**src/rtl/skid_pipeline_if.sv**
```systemverilog
`default_nettype none
// ============================================================================
//  Module      : skid_pipeline_if
//  Description : valid/ready stream bundle with producer (master) and
//                consumer (slave) views.
//  Revision    : 1.0  initial release
// ============================================================================
interface skid_pipeline_if #(
   parameter int L = 8
) ();
   logic         valid;
   logic [L-1:0] data;
   logic         ready;

   modport master (output valid, output data, input ready);
   modport slave  (input valid, input data, output ready);
endinterface
`default_nettype wire

```
**src/rtl/skid_pipeline.sv**
```systemverilog
`default_nettype none
// ============================================================================
//  Module      : skid_pipeline
//  Description : DEPTH full skid-buffer stages in series with occupancy
//                count and synchronous flush; every path is registered.
//  Revision    : 1.0  initial release
// ============================================================================
module skid_pipeline #(
   parameter int  L     = 8,
   parameter int  DEPTH = 2,
   localparam int CW    = $clog2(2*DEPTH+1)
) (
   input  logic            clk,
   input  logic            rst,
   input  logic            i_flush,
   skid_pipeline_if.slave  i_up,
   skid_pipeline_if.master o_dn,
   output logic [CW-1:0]   o_count
);

   localparam logic [1:0] c_EMPTY = 2'd0;
   localparam logic [1:0] c_BUSY  = 2'd1;
   localparam logic [1:0] c_FULL  = 2'd2;

   // Chain index k is the input of stage k; index DEPTH is the block output.
   logic [DEPTH:0]        w_cv;
   logic [DEPTH:0][L-1:0] w_cd;
   logic [DEPTH:0]        w_cr;
   logic                  w_push;
   logic                  w_pop;
   logic [CW-1:0]         r_count;

   assign w_cv[0]     = i_up.valid;
   assign w_cd[0]     = i_up.data;
   assign i_up.ready  = w_cr[0];
   assign w_cr[DEPTH] = o_dn.ready;
   assign o_dn.valid  = w_cv[DEPTH];
   assign o_dn.data   = w_cd[DEPTH];

   for (genvar gi = 0; gi < DEPTH; gi++) begin : g_stage
      logic [1:0]   r_state;
      logic [1:0]   w_nxt;
      logic [L-1:0] r_main;
      logic [L-1:0] r_skid;
      logic         r_rdy;
      logic         w_in_fire;
      logic         w_out_rdy;
      logic         w_ld_main;
      logic         w_ld_skid;
      logic [L-1:0] w_main_d;

      assign w_in_fire    = w_cv[gi] & r_rdy;
      assign w_out_rdy    = w_cr[gi+1];
      assign w_cv[gi+1]   = (r_state != c_EMPTY);
      assign w_cd[gi+1]   = r_main;
      assign w_cr[gi]     = r_rdy;

      always_comb begin
         w_nxt     = r_state;
         w_ld_main = 1'b0;
         w_ld_skid = 1'b0;
         w_main_d  = w_cd[gi];
         case (r_state)
            c_EMPTY: begin
               if (w_in_fire) begin
                  w_ld_main = 1'b1;
                  w_nxt     = c_BUSY;
               end
            end
            c_BUSY: begin
               if (w_in_fire && w_out_rdy) begin
                  w_ld_main = 1'b1;
               end else if (w_in_fire) begin
                  w_ld_skid = 1'b1;
                  w_nxt     = c_FULL;
               end else if (w_out_rdy) begin
                  w_nxt     = c_EMPTY;
               end
            end
            c_FULL: begin
               if (w_out_rdy) begin
                  w_ld_main = 1'b1;
                  w_main_d  = r_skid;
                  w_nxt     = c_BUSY;
               end
            end
            default: w_nxt = c_EMPTY;
         endcase
      end

      // Ready is registered from the next state so it is valid the cycle
      // the stage enters or leaves FULL, with no combinational ready path.
      always_ff @(posedge clk) begin
         if (!rst) begin
            r_state <= c_EMPTY;
            r_main  <= '0;
            r_skid  <= '0;
            r_rdy   <= 1'b0;
         end else if (i_flush) begin
            r_state <= c_EMPTY;
            r_rdy   <= 1'b1;
         end else begin
            r_state <= w_nxt;
            r_rdy   <= (w_nxt != c_FULL);
            if (w_ld_main) r_main <= w_main_d;
            if (w_ld_skid) r_skid <= w_cd[gi];
         end
      end
   end

   assign w_push = w_cv[0] & w_cr[0];
   assign w_pop  = w_cv[DEPTH] & w_cr[DEPTH];

   always_ff @(posedge clk) begin
      if (!rst) begin
         r_count <= '0;
      end else if (i_flush) begin
         r_count <= '0;
      end else if (w_push && !w_pop) begin
         r_count <= r_count + CW'(1);
      end else if (!w_push && w_pop) begin
         r_count <= r_count - CW'(1);
      end
   end

   assign o_count = r_count;

endmodule
`default_nettype wire

```
**src/flat_wrapper.sv**
```systemverilog
// flat-port wrapper written by rule: the top's interface ports become plain ports
module skid_pipeline_flat 
#(
   parameter int  L     = 8,
   parameter int  DEPTH = 2,
   localparam int CW    = $clog2(2*DEPTH+1)
)
  (clk, rst, i_flush, o_count, i_up_valid, i_up_data, i_up_ready, o_dn_valid, o_dn_data, o_dn_ready);
  skid_pipeline_if #(.L(L)) i_up_i ();
  skid_pipeline_if #(.L(L)) o_dn_i ();
  input  logic clk;
  input  logic rst;
  input  logic i_flush;
  output logic [CW-1:0] o_count;
  input wire logic [$bits(i_up_i.valid)-1:0] i_up_valid;
  input wire logic [$bits(i_up_i.data)-1:0] i_up_data;
  output wire logic [$bits(i_up_i.ready)-1:0] i_up_ready;
  output wire logic [$bits(o_dn_i.valid)-1:0] o_dn_valid;
  output wire logic [$bits(o_dn_i.data)-1:0] o_dn_data;
  input wire logic [$bits(o_dn_i.ready)-1:0] o_dn_ready;
  assign i_up_i.valid = i_up_valid;
  assign i_up_i.data = i_up_data;
  assign i_up_ready = i_up_i.ready;
  assign o_dn_valid = o_dn_i.valid;
  assign o_dn_data = o_dn_i.data;
  assign o_dn_i.ready = o_dn_ready;
  skid_pipeline #(.L(L), .DEPTH(DEPTH)) u_core (.clk(clk), .rst(rst), .i_flush(i_flush), .i_up(i_up_i), .o_dn(o_dn_i), .o_count(o_count));
endmodule
```
**config.mk**
```make
export PLATFORM = sky130hd
export DESIGN_NAME = skid_pipeline_flat
export DESIGN_NICKNAME = d
export VERILOG_FILES = /design/src/rtl/skid_pipeline_if.sv /design/src/rtl/skid_pipeline.sv /design/src/flat_wrapper.sv
export SDC_FILE = /design/constraint.sdc
export NUM_CORES = 1
export LEC_CHECK = 0
export ABC_AREA = 1
export CORE_MARGIN = 2
export CORE_UTILIZATION = 61
export CTS_BUF_LIST = sky130_fd_sc_hd__clkbuf_4
export CTS_CLUSTER_DIAMETER = 50
export DETAILED_ROUTE_END_ITERATION = 16
export HOLD_SLACK_MARGIN = 0.12
export PLACE_DENSITY = 0.87
export SYNTH_ARGS = -nofsm -noshare
export SYNTH_HDL_FRONTEND = slang
export SYNTH_SLANG_ARGS = --single-unit
```
**constraint.sdc**
```tcl
create_clock -name clk -period 5.4 [get_ports clk]
set_clock_uncertainty 0.2 [all_clocks]
set_input_delay 1.08 -clock clk [delete_from_list [all_inputs] [get_ports clk]]
set_output_delay 1.08 -clock clk [all_outputs]
set_load 0.01 [all_outputs]
```
==> results.sh <==
export IMPL_initial_cell_density_of_the_core=0.642
export IMPL_worstSkewPairLatency_ns=0.35
export IMPL_finalMaxSlewViolations=0
export IMPL_hold_ws_ns=0.254
export IMPL_num_nets_final=317
export IMPL_ys_seq_elements=41
export IMPL_port_buffer_count=25
export IMPL_clockRootBuffer="sky130_fd_sc_hd__clkbuf_4"
export IMPL_max_cap_violations=0
export IMPL_post_cts_hold_buffer_count=0
export IMPL_cp_start_kind="flip-flop"
export IMPL_detail_route_vias_per_cell=5.06
export IMPL_crit_path_end_kind="primary output"
export IMPL_status="finished, final reports clean"
export IMPL_critical_path_peak_fanout=12
export IMPL_via_count_of_the_first_global_routing_pass=1518
export IMPL_timing_slew_headroom=0.317
export IMPL_power_leakage_nw=0.971
export IMPL_post_synth_top_count_cell="sky130_fd_sc_hd__nand2_1"
export IMPL_dieWidth_um=60.7
export IMPL_cells_taking_the_most_area_after_synthesis="sky130_fd_sc_hd__dfxtp_1 (42%), sky130_fd_sc_hd__nand2_1 (11%), sky130_fd_sc_hd__nor2_1 (9.2%)"
export IMPL_timing_worst_slew_pin_value_ns=1.02
export IMPL_largest_net_degree_at_the_start_of_global_routing=34
export IMPL_h_tree_depth=2
export IMPL_yosys_warnings=0
export IMPL_final_antenna_net_count=0
export IMPL_synth_largest_type_area_fraction=0.419
export IMPL_antenna_found_initial=0
export IMPL_rows=20
export IMPL_number_of_flops_mapped_to_enable_cells_by_yosys=0
export IMPL_ys_top_cells_by_count="sky130_fd_sc_hd__nand2_1 (56), sky130_fd_sc_hd__nor2_1 (48), sky130_fd_sc_hd__dfxtp_1 (41)"
export IMPL_route_detailed_drc=0
export IMPL_power_ir_vdd_worst_uv=199
export IMPL_detailedRoute_firstIterationViolations=73
export IMPL_synth_compound_area_share=0.131
export IMPL_final_period_minus_worst_setup_slack_ns=3.01
export IMPL_route_vias_total=1755
export IMPL_timing_final_setup_violations=0
export IMPL_worst_endpoint_required_ns=4.12
export IMPL_postCtsSetupRepairBufs=0
export IMPL_cts_resized=0
export IMPL_yosys_area_share_xor_xnor=0
export IMPL_grt_usage=0.220
export IMPL_finalWorstSetupSlack_ns=2.39
export IMPL_fin_setup_tns_ns=0
export IMPL_globalplace_congestion=0.803
export IMPL_clk_pin_slew_ns=0.12
export IMPL_fmax_ghz=0.332
export IMPL_grt_overflow_total=0
export IMPL_synth_simple_area_share=0.315
export IMPL_yosysSeqAreaShare=0.419
export IMPL_ioPinCount=26
export IMPL_crit_type="reg2out"
export IMPL_hold_path_class="reg2reg"
export IMPL_fraction_of_layout_cells_with_a_size_suffix_above_1=0.0759
export IMPL_dominantRegCellSynth="sky130_fd_sc_hd__dfxtp_1"
export IMPL_cts_tree="done"
export IMPL_post_synth_inst_count=282
export IMPL_finish_utilization=0.740
export IMPL_tritoncts_num_buffers=5
export IMPL_wl_per_cell_um=9.93
export IMPL_postSynthAreaPerCell_um2=6.95
export IMPL_antenna_cells=0
export IMPL_synthMuxAreaShare=0
export IMPL_flow_area_growth_from_synthesis_pct=15.3
export IMPL_largest_family_of_logic_cells_by_synthesized_area="simple AND/OR/NAND/NOR gates"
export IMPL_synth_top_cell_by_area="sky130_fd_sc_hd__dfxtp_1"
export IMPL_synth_cell_area_um2=1960
export IMPL_detailedPlace_worstSlack_ns=2.14
export IMPL_power_density_relative_to_cell_area_nw_per_um2=250
export IMPL_hpwl_um=2470
export IMPL_clk_path_buf_depth=2
export IMPL_cts_sink_count=41
export IMPL_synth_cell_type_count=23
export IMPL_proportion_of_synthesized_flip_flops_having_asynchronous_set_or_reset=0
export IMPL_final_hold_violation_count=0
export IMPL_die_area_um2=3680
export IMPL_drt_wl_total_um=3450
export IMPL_synthAdderAreaFrac=0.0166
export IMPL_grt_pass1_wl_um=6250
export IMPL_dieHeight_um=60.7
export IMPL_design_core_area_um2=3050
export IMPL_worstPathArrival_ns=1.73
export IMPL_rsz0062_at_grt="false"
export IMPL_report_power_total_w=0.000565
export IMPL_drt_pass1_iterations=4
export IMPL_synth_net_count=297
export IMPL_fin_crit_sh=0.557
==> logic make-up (layout without fill, tap and decap cells) <==
| family | count (synthesis) | after routing |
|---|---|---|
| buffers and inverters | 51 | 72 |
| adders and majority gates | 2 | 2 |
| DFF | 41 | 41 |
| AOI/OAI and AO/OA | 51 | 51 |
| and+or+nand+nor | 137 | 137 |
==> sequential cells by signal, summed over array words and instances, names as in the netlist <==
register                  cells
u_core.o_count                3
u_core.g_stage.r_state        4
u_core.o_dn.data              8
u_core.i_up.ready             1
u_core.g_stage.r_skid        16
u_core.g_stage.w_out_rdy      1
u_core.g_stage.r_main         8
==> placed cells by master (no fill, tap or decap) <==
cell,instances
sky130_fd_sc_hd__a21oi_1,22
sky130_fd_sc_hd__bufinv_16,1
sky130_fd_sc_hd__clkbuf_4,6
sky130_fd_sc_hd__clkdlybuf4s50_1,25
sky130_fd_sc_hd__clkinv_1,1
sky130_fd_sc_hd__dfxtp_1,41
sky130_fd_sc_hd__fa_1,1
sky130_fd_sc_hd__ha_1,1
sky130_fd_sc_hd__inv_1,36
sky130_fd_sc_hd__inv_2,3
sky130_fd_sc_hd__nand2_1,56
sky130_fd_sc_hd__nand2_2,4
sky130_fd_sc_hd__nand2_4,3
sky130_fd_sc_hd__nand3_1,11
sky130_fd_sc_hd__nand3_2,3
sky130_fd_sc_hd__nand4_1,9
sky130_fd_sc_hd__nor2_1,48
sky130_fd_sc_hd__nor2_2,1
sky130_fd_sc_hd__nor2_4,1
sky130_fd_sc_hd__nor3_2,1
sky130_fd_sc_hd__o21ai_0,27
sky130_fd_sc_hd__o21ai_1,1
sky130_fd_sc_hd__o22ai_1,1
==> report_power, final <==
| part | internal (W) | switching [W] | total [W] |
|---|---|---|---|
| registers | 0.000309 | 0.00000482 | 0.000313 |
| logic | 0.0000236 | 0.0000300 | 0.0000536 |
| clock network | 0.000101 | 0.0000964 | 0.000198 |
==> through the flow <==
stage               instance area (um^2)  cells
finish                              2260    347
global route                        2260    347
CTS                                 2260    347
detailed placement                  2180    339
global placement                    2180    339
floorplan                           1960    282
==> worst paths after layout <==
| path | endpoint | cells past startpoint | slack, ns | from |
|---|---|---|---|---|
| max | o_dn_valid | 3 | 2.39 | u_core.g_stage[1].r_state[1] |
| min | u_core.g_stage[0].r_skid[4] | 2 | 0.25 | u_core.g_stage[0].r_skid[4] |
| max reg2reg | u_core.o_count[2] | 10 | 3.22 | u_core.g_stage[1].r_state[0] |
| min reg2reg | u_core.g_stage[0].r_skid[4] | 2 | 0.25 | u_core.g_stage[0].r_skid[4] |
==> area by class of cell <==
class	instances	area [um^2]
Fill cell	262	795
Sequential cell	41	821
Clock inverter	2	33.8
Tap cell	44	55.1
Multi-Input combinational cell	190	907
Timing Repair Buffer	25	250
Clock buffer	6	45.0
Inverter	39	146
==> critical path: stages (launching register included) <==
cell,delay [ns]
sky130_fd_sc_hd__dfxtp_1,0.58
sky130_fd_sc_hd__inv_1,0.15
sky130_fd_sc_hd__nand2_1,0.12
sky130_fd_sc_hd__clkdlybuf4s50_1,0.54
==> metal layers <==
layer  track usage  vias to the layer above  share of wire
li1              -                      930              -
met4        0.0745                        0          0.015
met5             0                        -              0
met1         0.271                      772           0.47
met2         0.387                       44           0.46
met3        0.0384                        9          0.046
Note: power is estimated with default switching activity, not from simulation.
